File: config.mk
export PLATFORM = sky130hd
export DESIGN_NAME = i2c_target
export DESIGN_NICKNAME = d
export VERILOG_FILES = /design/src/rtl/i2c_target.sv
export SDC_FILE = /design/constraint.sdc
export NUM_CORES = 1
export LEC_CHECK = 0
export ABC_AREA = 1
export CORE_MARGIN = 2
export CORE_UTILIZATION = 55
export CTS_CLUSTER_SIZE = 28
export DETAILED_ROUTE_END_ITERATION = 8
export GPL_ROUTABILITY_DRIVEN = 0
export PLACE_DENSITY_LB_ADDON = 0.12
export SETUP_SLACK_MARGIN = 0.15
export SYNTH_ARGS = -nofsm -noshare
export SYNTH_HDL_FRONTEND = slang
export SYNTH_SLANG_ARGS = --single-unit
File: constraint.sdc
create_clock -name clk -period 1.7 [get_ports clk]
set_input_delay 0.17 -clock clk [delete_from_list [all_inputs] [get_ports clk]]
set_output_delay 0.17 -clock clk [all_outputs]
set_load 0.005 [all_outputs]
File: src/rtl/i2c_target.sv
// rtl/i2c_target.sv - I2C target with memory-pointer register-file access
module i2c_target #(
    parameter logic [6:0] TARGET_ADDR = 7'h50,
    parameter int         SYNC_STAGES = 2
) (
    input  logic       clk,
    input  logic       reset,
    input  logic       scl_in,
    input  logic       sda_in,
    output logic       sda_oe,
    output logic [7:0] reg_addr,
    output logic [7:0] reg_wdata,
    output logic       reg_we,
    input  logic [7:0] reg_rdata,
    output logic       busy,
    output logic       addr_hit
);

    // Fewer than two synchronizer flops is never safe, so clamp the depth.
    localparam int NSYNC = (SYNC_STAGES < 2) ? 2 : SYNC_STAGES;

    typedef enum logic [2:0] {
        IDLE,
        ADDR,
        ADDR_ACK,
        WR_BYTE,
        WR_ACK,
        RD_BYTE,
        RD_ACK,
        IGNORE
    } state_t;

    logic [NSYNC-1:0] scl_sync_q, scl_sync_d;
    logic [NSYNC-1:0] sda_sync_q, sda_sync_d;
    logic             scl_prev_q, scl_prev_d;
    logic             sda_prev_q, sda_prev_d;
    state_t           state_q, state_d;
    logic [2:0]       bit_cnt_q, bit_cnt_d;
    logic [7:0]       shift_q, shift_d;
    logic [7:0]       pointer_q, pointer_d;
    logic [7:0]       wdata_q, wdata_d;
    logic             we_q, we_d;
    logic             sda_oe_q, sda_oe_d;
    logic             busy_q, busy_d;
    logic             hit_q, hit_d;
    logic             rw_q, rw_d;
    logic             first_q, first_d;
    logic             ack_q, ack_d;

    logic       scl_s, sda_s;
    logic       scl_rise, scl_fall;
    logic       start_det, stop_det;
    logic [7:0] rx_byte;

    assign scl_s     = scl_sync_q[NSYNC-1];
    assign sda_s     = sda_sync_q[NSYNC-1];
    assign scl_rise  = scl_s & ~scl_prev_q;
    assign scl_fall  = ~scl_s & scl_prev_q;
    // Bus conditions need SCL stably high across both samples of SDA.
    assign start_det = scl_s & scl_prev_q & sda_prev_q & ~sda_s;
    assign stop_det  = scl_s & scl_prev_q & ~sda_prev_q & sda_s;
    assign rx_byte   = {shift_q[6:0], sda_s};

    assign sda_oe    = sda_oe_q;
    assign reg_addr  = pointer_q;
    assign reg_wdata = wdata_q;
    assign reg_we    = we_q;
    assign busy      = busy_q;
    assign addr_hit  = hit_q;

    // Next-state, bus-condition handling and output updates.
    always_comb begin
        scl_sync_d = {scl_sync_q[NSYNC-2:0], scl_in};
        sda_sync_d = {sda_sync_q[NSYNC-2:0], sda_in};
        scl_prev_d = scl_s;
        sda_prev_d = sda_s;
        state_d    = state_q;
        bit_cnt_d  = bit_cnt_q;
        shift_d    = shift_q;
        pointer_d  = pointer_q;
        wdata_d    = wdata_q;
        we_d       = 1'b0;
        sda_oe_d   = sda_oe_q;
        busy_d     = busy_q;
        hit_d      = 1'b0;
        rw_d       = rw_q;
        first_d    = first_q;
        ack_d      = ack_q;

        // The pointer advances the cycle after the write strobe so reg_addr
        // still shows the written location while reg_we is high.
        if (we_q) begin
            pointer_d = pointer_q + 8'd1;
        end

        if (stop_det) begin
            state_d  = IDLE;
            sda_oe_d = 1'b0;
            busy_d   = 1'b0;
            ack_d    = 1'b0;
        end else if (start_det) begin
            // SDA cannot fall while we pull it low, so releasing here never
            // moves sda_oe during an SCL high period in practice.
            state_d   = ADDR;
            bit_cnt_d = 3'd0;
            busy_d    = 1'b1;
            sda_oe_d  = 1'b0;
            ack_d     = 1'b0;
        end else begin
            case (state_q)
                IDLE: begin
                    sda_oe_d = 1'b0;
                end
                ADDR: begin
                    if (scl_rise) begin
                        shift_d   = rx_byte;
                        bit_cnt_d = bit_cnt_q + 3'd1;
                        if (bit_cnt_q == 3'd7) begin
                            if (rx_byte[7:1] == TARGET_ADDR) begin
                                hit_d   = 1'b1;
                                rw_d    = rx_byte[0];
                                ack_d   = 1'b0;
                                state_d = ADDR_ACK;
                            end else begin
                                state_d = IGNORE;
                            end
                        end
                    end
                end
                ADDR_ACK, WR_ACK: begin
                    // First fall starts the ACK slot, second fall ends it.
                    if (scl_fall) begin
                        if (!ack_q) begin
                            sda_oe_d = 1'b1;
                            ack_d    = 1'b1;
                        end else begin
                            ack_d     = 1'b0;
                            bit_cnt_d = 3'd0;
                            if (state_q == ADDR_ACK && rw_q) begin
                                shift_d  = reg_rdata;
                                sda_oe_d = ~reg_rdata[7];
                                state_d  = RD_BYTE;
                            end else begin
                                sda_oe_d = 1'b0;
                                state_d  = WR_BYTE;
                                if (state_q == ADDR_ACK) begin
                                    first_d = 1'b1;
                                end
                            end
                        end
                    end
                end
                WR_BYTE: begin
                    if (scl_rise) begin
                        shift_d   = rx_byte;
                        bit_cnt_d = bit_cnt_q + 3'd1;
                        if (bit_cnt_q == 3'd7) begin
                            ack_d   = 1'b0;
                            state_d = WR_ACK;
                            if (first_q) begin
                                pointer_d = rx_byte;
                                first_d   = 1'b0;
                            end else begin
                                wdata_d = rx_byte;
                                we_d    = 1'b1;
                            end
                        end
                    end
                end
                RD_BYTE: begin
                    // Bit 7 went out at the end of the ACK slot; each fall
                    // here closes one bit window and opens the next.
                    if (scl_fall) begin
                        if (bit_cnt_q == 3'd7) begin
                            sda_oe_d  = 1'b0;
                            bit_cnt_d = 3'd0;
                            ack_d     = 1'b0;
                            state_d   = RD_ACK;
                        end else begin
                            shift_d   = {shift_q[6:0], 1'b0};
                            sda_oe_d  = ~shift_q[6];
                            bit_cnt_d = bit_cnt_q + 3'd1;
                        end
                    end
                end
                RD_ACK: begin
                    // Every transmitted byte advances the pointer; the next
                    // byte is fetched from the new address before the fall.
                    if (scl_rise && !ack_q) begin
                        pointer_d = pointer_q + 8'd1;
                        if (sda_s) begin
                            state_d = IGNORE;
                        end else begin
                            ack_d = 1'b1;
                        end
                    end else if (scl_fall && ack_q) begin
                        ack_d     = 1'b0;
                        shift_d   = reg_rdata;
                        sda_oe_d  = ~reg_rdata[7];
                        bit_cnt_d = 3'd0;
                        state_d   = RD_BYTE;
                    end
                end
                IGNORE: begin
                    sda_oe_d = 1'b0;
                end
                default: begin
                    state_d  = IDLE;
                    sda_oe_d = 1'b0;
                end
            endcase
        end
    end

    // State registers; synchronizers reset to the idle-high bus level.
    always_ff @(posedge clk) begin
        if (reset) begin
            scl_sync_q <= '1;
            sda_sync_q <= '1;
            scl_prev_q <= 1'b1;
            sda_prev_q <= 1'b1;
            state_q    <= IDLE;
            bit_cnt_q  <= 3'd0;
            shift_q    <= 8'd0;
            pointer_q  <= 8'd0;
            wdata_q    <= 8'd0;
            we_q       <= 1'b0;
            sda_oe_q   <= 1'b0;
            busy_q     <= 1'b0;
            hit_q      <= 1'b0;
            rw_q       <= 1'b0;
            first_q    <= 1'b0;
            ack_q      <= 1'b0;
        end else begin
            scl_sync_q <= scl_sync_d;
            sda_sync_q <= sda_sync_d;
            scl_prev_q <= scl_prev_d;
            sda_prev_q <= sda_prev_d;
            state_q    <= state_d;
            bit_cnt_q  <= bit_cnt_d;
            shift_q    <= shift_d;
            pointer_q  <= pointer_d;
            wdata_q    <= wdata_d;
            we_q       <= we_d;
            sda_oe_q   <= sda_oe_d;
            busy_q     <= busy_d;
            hit_q      <= hit_d;
            rw_q       <= rw_d;
            first_q    <= first_d;
            ack_q      <= ack_d;
        end
    end

endmodule

==> results of run 1 <==
-- report_power, final --
group          total, mW  switching (mW)  internal (mW)
logic               1.92            1.19          0.730
registers           1.23           0.130           1.10
clock network      0.820           0.350          0.470
total               3.97            1.67           2.30
-- worst max-delay path, cell delays in order, from the launching register on --
cell	delay [ns]
dfxtp_4	0.41
nand2_1	0.12
nor2_4	0.16
inv_1	0.09
o21ai_1	0.14
nor2_1	0.09
nor2_1	0.18
nand3_1	0.13
nor2_1	0.12
nor2_1	0.05
-- sequential cells by signal (all words and copies together) (netlist names), 2 cells and up --
| register | cells |
|---|---|
| sda_sync_q | 2 |
| reg_wdata | 8 |
| state_q | 3 |
| reg_addr | 8 |
| shift_q | 7 |
| scl_sync_q | 2 |
| bit_cnt_q | 3 |
-- what timing repair did --
action | 4_1_cts | 5_1_grt
resized for setup | 14 | 58
setup endpoints to repair | 28 | 29
cloned | 0 | 1
pin swaps | 2 | 16
buffers inserted | 1 | 8
-- cell usage in the layout (no fill, tap or decap), types with 2 or more instances in the layout --
cell,n
a21oi_1,16
ha_4,2
o22ai_1,2
or2_2,6
o21ai_1,11
nor2_1,44
dfxtp_2,5
inv_2,5
nor2_4,10
nand3_1,26
a22oi_1,2
nor3_1,3
buf_12,3
nand4_1,4
xor2_1,8
inv_4,2
nand2_4,3
nand3_2,7
o21ai_0,13
xnor2_1,2
inv_1,44
nand2_2,13
buf_4,24
dfxtp_1,34
o211ai_1,4
dfxtp_4,3
clkbuf_8,6
a21oi_2,4
o21ai_2,2
nor2_2,9
clkdlybuf4s50_1,31
nand2_1,105
-- kinds of logic after synthesis --
kind of cell / after synthesis
AND/OR/NAND/NOR: 232
flip-flops: 42
buffers and inverters: 59
XOR/XNOR: 10
AO/OA/AOI/OAI: 56
adder cells (fa/ha/maj): 3
-- per-layer routing --
metal,up-vias,share of wire [%]
li1,1391,-
met1,1293,40
met2,186,46
met3,43,10
met4,0,4.1
met5,-,0
-- worst paths after layout --
path                                                from  slack, ns                       end
worst min register to register  scl_sync_q[0]$_SDFF_PP1_       0.41  scl_sync_q[1]$_SDFF_PP1_
worst max-delay path             state_q[0]$_SDFFE_PP0P_       0.11   state_q[1]$_SDFFE_PP0P_
worst min-delay path            scl_sync_q[0]$_SDFF_PP1_       0.41  scl_sync_q[1]$_SDFF_PP1_
worst max register to register   state_q[0]$_SDFFE_PP0P_       0.11   state_q[1]$_SDFFE_PP0P_
-- through the flow --
stage / std cells / hold WS, ns / worst slack, ns
final: 513 / 0.413 / 0.110
after global routing: 513 / 0.422 / 0.0472
after CTS: 504 / 0.417 / 0.147
after detailed placement: 496 / 0.399 / 0.0386
after global placement: 496 / 0.391 / 0.0375
after floorplan: 402 / 0.247 / 0.176
-- final cells by class --
cell class / instances / area (um2) / share of cell area (%)
clock buffer: 6 / 82.6 / 2.41
clock inverter: 1 / 30.0 / 0.875
inverter: 51 / 196 / 5.72
multi-input combinational: 301 / 1610 / 47.0
sequential: 42 / 858 / 25.0
tap: 52 / 65.1 / 1.90
timing repair buffer: 60 / 587 / 17.1
==> flow_summary.yaml, run 1 <==
timing:
  slew_viol_final: 0
  fin_crit_ns: 1.59
  relSlewSlack_pct: 78.1
  min_period_over_period_pct: 93.5
  grt_setup_unrepaired: "yes"
  setup-violations-final: 0
  hold_viol: 0
  fin_setup_tns_ns: 0
  fmaxAchievable_ghz: 0.629
  worst_pin_slew_ns: 0.327
  skew_ns: 0.00665
logic_synthesis:
  synth_most_common_cell: "nand2_1"
  synth.top_cells.by_area: "dfxtp_1 (33%), nand2_1 (17%), nor2_1 (8.1%)"
  synth_compound_area_share_pct: 12.0
  synth_seq_cells: 42
  synth_top_family_by_area: "simple AND/OR/NAND/NOR gates"
  async_flop_share_pct: 0
  synth_edf_count: 0
  synth_flop_cell: "dfxtp_1"
  netlist_area_um2: 2510
  synth_simple_gate_area_share_pct: 40.1
  ys_warn_count: 0
  yosysUniqueCellTypes: 30
  syn_inst: 402
  synth-xor-area-share_pct: 3.48
  synth_top_area_share_pct: 33.4
  synthMuxAreaShare_pct: 0
  synth_nets: 417
  syn_avg_cell_area_um2: 6.26
  yosys-top-cells-count: "nand2_1 (115), nor2_1 (54), inv_1 (48), dfxtp_1 (42), nand3_1 (30)"
  synthAdderAreaFrac_pct: 1.49
  yosys.area.top_type: "dfxtp_1"
  yosysSeqAreaShare_pct: 33.4
detailed_routing:
  wire_per_inst_um: 15.1
  vias: 2913
  first_pass_iters: 5
  vias_per_cell: 5.68
  drc: 0
  antenna_left: 0
  drtIter0Drc: 303
  wl_um: 7760
clock_tree:
  clk_path_buf_depth: 2
  cts_root_buffer: "clkbuf_8"
  htree_levels: 2
  clkTransAtPathRegs_ns: 0.08
  cts_tree: "done"
  cts_sinks: 42
  insertion_delay_ns: 0.30
  hold_buffers: 0
  cts_made_buffers: 5
place:
  postPlaceCellArea_um2: 3020
  io_buffers: 31
  dpl.hpwl_um: 4900
pwr:
  finalPower_mw: 3.97
  ir_worst_vdd_uv: 707
  p_leak_nw: 1.58
  power_density_nw_per_um2: 1160
critical_path:
  cp.arrival_ns: 1.79
  startpoint_type: "register"
  end_kind: "register"
  r2r_cells: 9
  critPathMaxFanout: 7
  path_class: "register to register"
  worstPathRequired_ns: 1.90
min_path:
  hp-class: "register to register"
  min_path_cells: 1
cells_and_area:
  layout.nets: 476
  final_core_utilization_pct: 78.3
  area_growth_pct: 36.5
  nFillCells: 310
  diodes: 0
  fin_area_um2: 3430
  drive_above_1_share_pct: 23.4
global_routing:
  gr-usage-met3_pct: 6.19
  grt_pass1_wl_um: 11100
  grt_usage_pct: 27.3
  grt_pass1_vias: 2431
  grtUsageMet1_pct: 37.9
  use_met2_pct: 42.2
  gr-max-usage-layer: "met2"
  grt_max_degree: 17
  grt-ovfl-total: 0
  antenna_found_initial: 0
floorplan:
  coreArea_um2: 4380
  start_util_pct: 57.4
  num_io_pins: 32
  die-area_um2: 5130
  dieHeight_um: 71.6
  rows: 24
  die_x_um: 71.6
flow_run:
  drv_cap: 0
status:
  status: "finished, final reports clean"
Power figures use the tool's default switching activity.
==> run 2, diff against run 1 <==
--- a/config.mk
+++ b/config.mk
@@ -7,7 +7,7 @@
 export LEC_CHECK = 0
 export ABC_AREA = 1
 export CORE_MARGIN = 2
-export CORE_UTILIZATION = 55
+export CORE_UTILIZATION = 49
 export CTS_CLUSTER_SIZE = 28
 export DETAILED_ROUTE_END_ITERATION = 8
 export GPL_ROUTABILITY_DRIVEN = 0
==> run 2 against run 1 <==
  * Cell area increased by 2.2%
  * Core utilization decreased by 8.7 points
  * Non-clock buffer count increased by 3
  * Sequential share of layout area is 0.51 points lower
  * Via count decreased by 4.2%
  * Sequential cell count unchanged
  * Clock skew increased by 0.0040 ns
  * Fmax is 4.3% higher
  * Die area grew 12%
  * Critical path type unchanged
==> flow_summary.yaml, run 2 (synthesis results as in run 1) <==
clock_tree:
  cts_tree: "done"
  clkTransAtPathRegs_ns: 0.09
  cts_sinks: 42
  cts_made_buffers: 5
  insertion_delay_ns: 0.30
  clk_path_buf_depth: 2
  cts_root_buffer: "clkbuf_8"
  htree_levels: 2
  hold_buffers: 0
flow_run:
  drv_cap: 0
timing:
  setup_ws_ns: 0.175
  min_period_over_period_pct: 89.7
  slew_viol_final: 0
  skew_ns: 0.0106
  hold_viol: 0
  relSlewSlack_pct: 77.2
  setup-violations-final: 0
  fin_crit_ns: 1.52
  grt_setup_unrepaired: "yes"
  timing.hold.ws_ns: 0.414
  fin_setup_tns_ns: 0
  worst_pin_slew_ns: 0.338
  fmaxAchievable_ghz: 0.656
pwr:
  finalPower_mw: 3.99
  ir_worst_vdd_uv: 717
  power_density_nw_per_um2: 1140
  p_leak_nw: 1.61
detailed_routing:
  wl_um: 6970
  drc: 0
  antenna_left: 0
  drtIter0Drc: 241
  vias: 2792
  first_pass_iters: 5
  vias_per_cell: 5.22
  wire_per_inst_um: 13.0
place:
  dp_cells: 512
  preCtsSetupSlack_ns: 0.0493
  dpl.hpwl_um: 4830
  io_buffers: 31
cells_and_area:
  seq_area_um2: 860
  multi_input_area_um2: 1630
  nFillCells: 424
  area_growth_pct: 39.5
  stdcell_count: 535
  mostFrequentLayoutCells: "nand2_1 (105), nor2_1 (45), inv_1 (44)"
  drive_above_1_share_pct: 23.9
  layout_commonest_cell: "nand2_1"
  layout.nets: 479
  diodes: 0
critical_path:
  cp_top_family: "simple AND/OR/NAND/NOR gates"
  path_cells: "inv_4 -> nor2_4 -> nand2_2 -> nand2_4 -> nand2_2 -> nand3_2 -> nor2_4 -> buf_12 -> a21oi_1 -> nor2_1"
  path_class: "register to register"
  rr_startpoint: "state_q[1]$_SDFFE_PP0P_"
  crit_start: "state_q[1]$_SDFFE_PP0P_"
  end_kind: "register"
  critPathMaxStageDelay_ns: 0.39
  startpoint_type: "register"
  worstPathRequired_ns: 1.89
  slowest_stage: "dfxtp_4"
  cp.arrival_ns: 1.71
  critPathMaxFanout: 14
  cp_num_buf_inv: 2
floorplan:
  die-area_um2: 5720
  die_x_um: 75.6
  dieHeight_um: 75.6
  coreArea_um2: 5040
  num_io_pins: 32
  start_util_pct: 49.9
  rows: 26
min_path:
  hp-class: "register to register"
  hold_path_startpoint: "scl_sync_q[0]$_SDFF_PP1_"
global_routing:
  grt_usage_pct: 24.5
  grt-ovfl-total: 0
  grt_max_degree: 19
  grt_pass1_vias: 2356
  grt_pass1_wl_um: 10600
  antenna_found_initial: 0
status:
  status: "finished, final reports clean"
==> run 2: cell count changes in the layout (fill, tap and decap cells not counted), sizes merged <==
cell / delta
clkbuf: +2
buf: +2
==> run 2: power breakdown <==
group,switching (mW),total (mW),internal [mW]
registers,0.124,1.23,1.10
logic,1.15,1.96,0.818
clock network,0.357,0.797,0.440
total,1.63,3.99,2.36
==> run 2: final timing paths <==
| kind | slack (ns) | endpoint | depth (start not counted) |
|---|---|---|---|
| min | 0.41 | scl_sync_q[1]$_SDFF_PP1_ | 1 |
| min reg2reg | 0.41 | scl_sync_q[1]$_SDFF_PP1_ | 1 |
| max reg2reg | 0.18 | shift_q[2]$_SDFFE_PP0P_ | 10 |
| max | 0.18 | shift_q[2]$_SDFFE_PP0P_ | 10 |
==> run 2: per-stage QoR <==
stage / instance area [um2] / util, %
global route: 3510 / 69.6
global placement: 3040 / 60.2
detailed placement: 3040 / 60.2
finish: 3510 / 69.6
CTS: 3180 / 63.0
floorplan: 2520 / -
==> run 2: metal layers <==
layer | share of wire [%] | GRT usage [%]
met5 | 0 | 0
met1 | 46 | 33.3
met2 | 45 | 38.8
met3 | 7.5 | 6.08
met4 | 1.7 | 6.82
==> run 2: timing repair <==
item	in CTS	in global routing
resized for setup	10	64
buffers inserted	0	13
pin swaps	2	15
cloned	0	2
setup endpoints to repair	29	31
==> run 2: cell type report <==
type	instances	share of cell area (%)
multi-input cells	301	46.4
well taps	70	2.50
clock buffers	7	2.18
flip-flops and latches	42	24.5
clock inverters	1	0.856
repair buffers	63	17.9
inverters	51	5.67
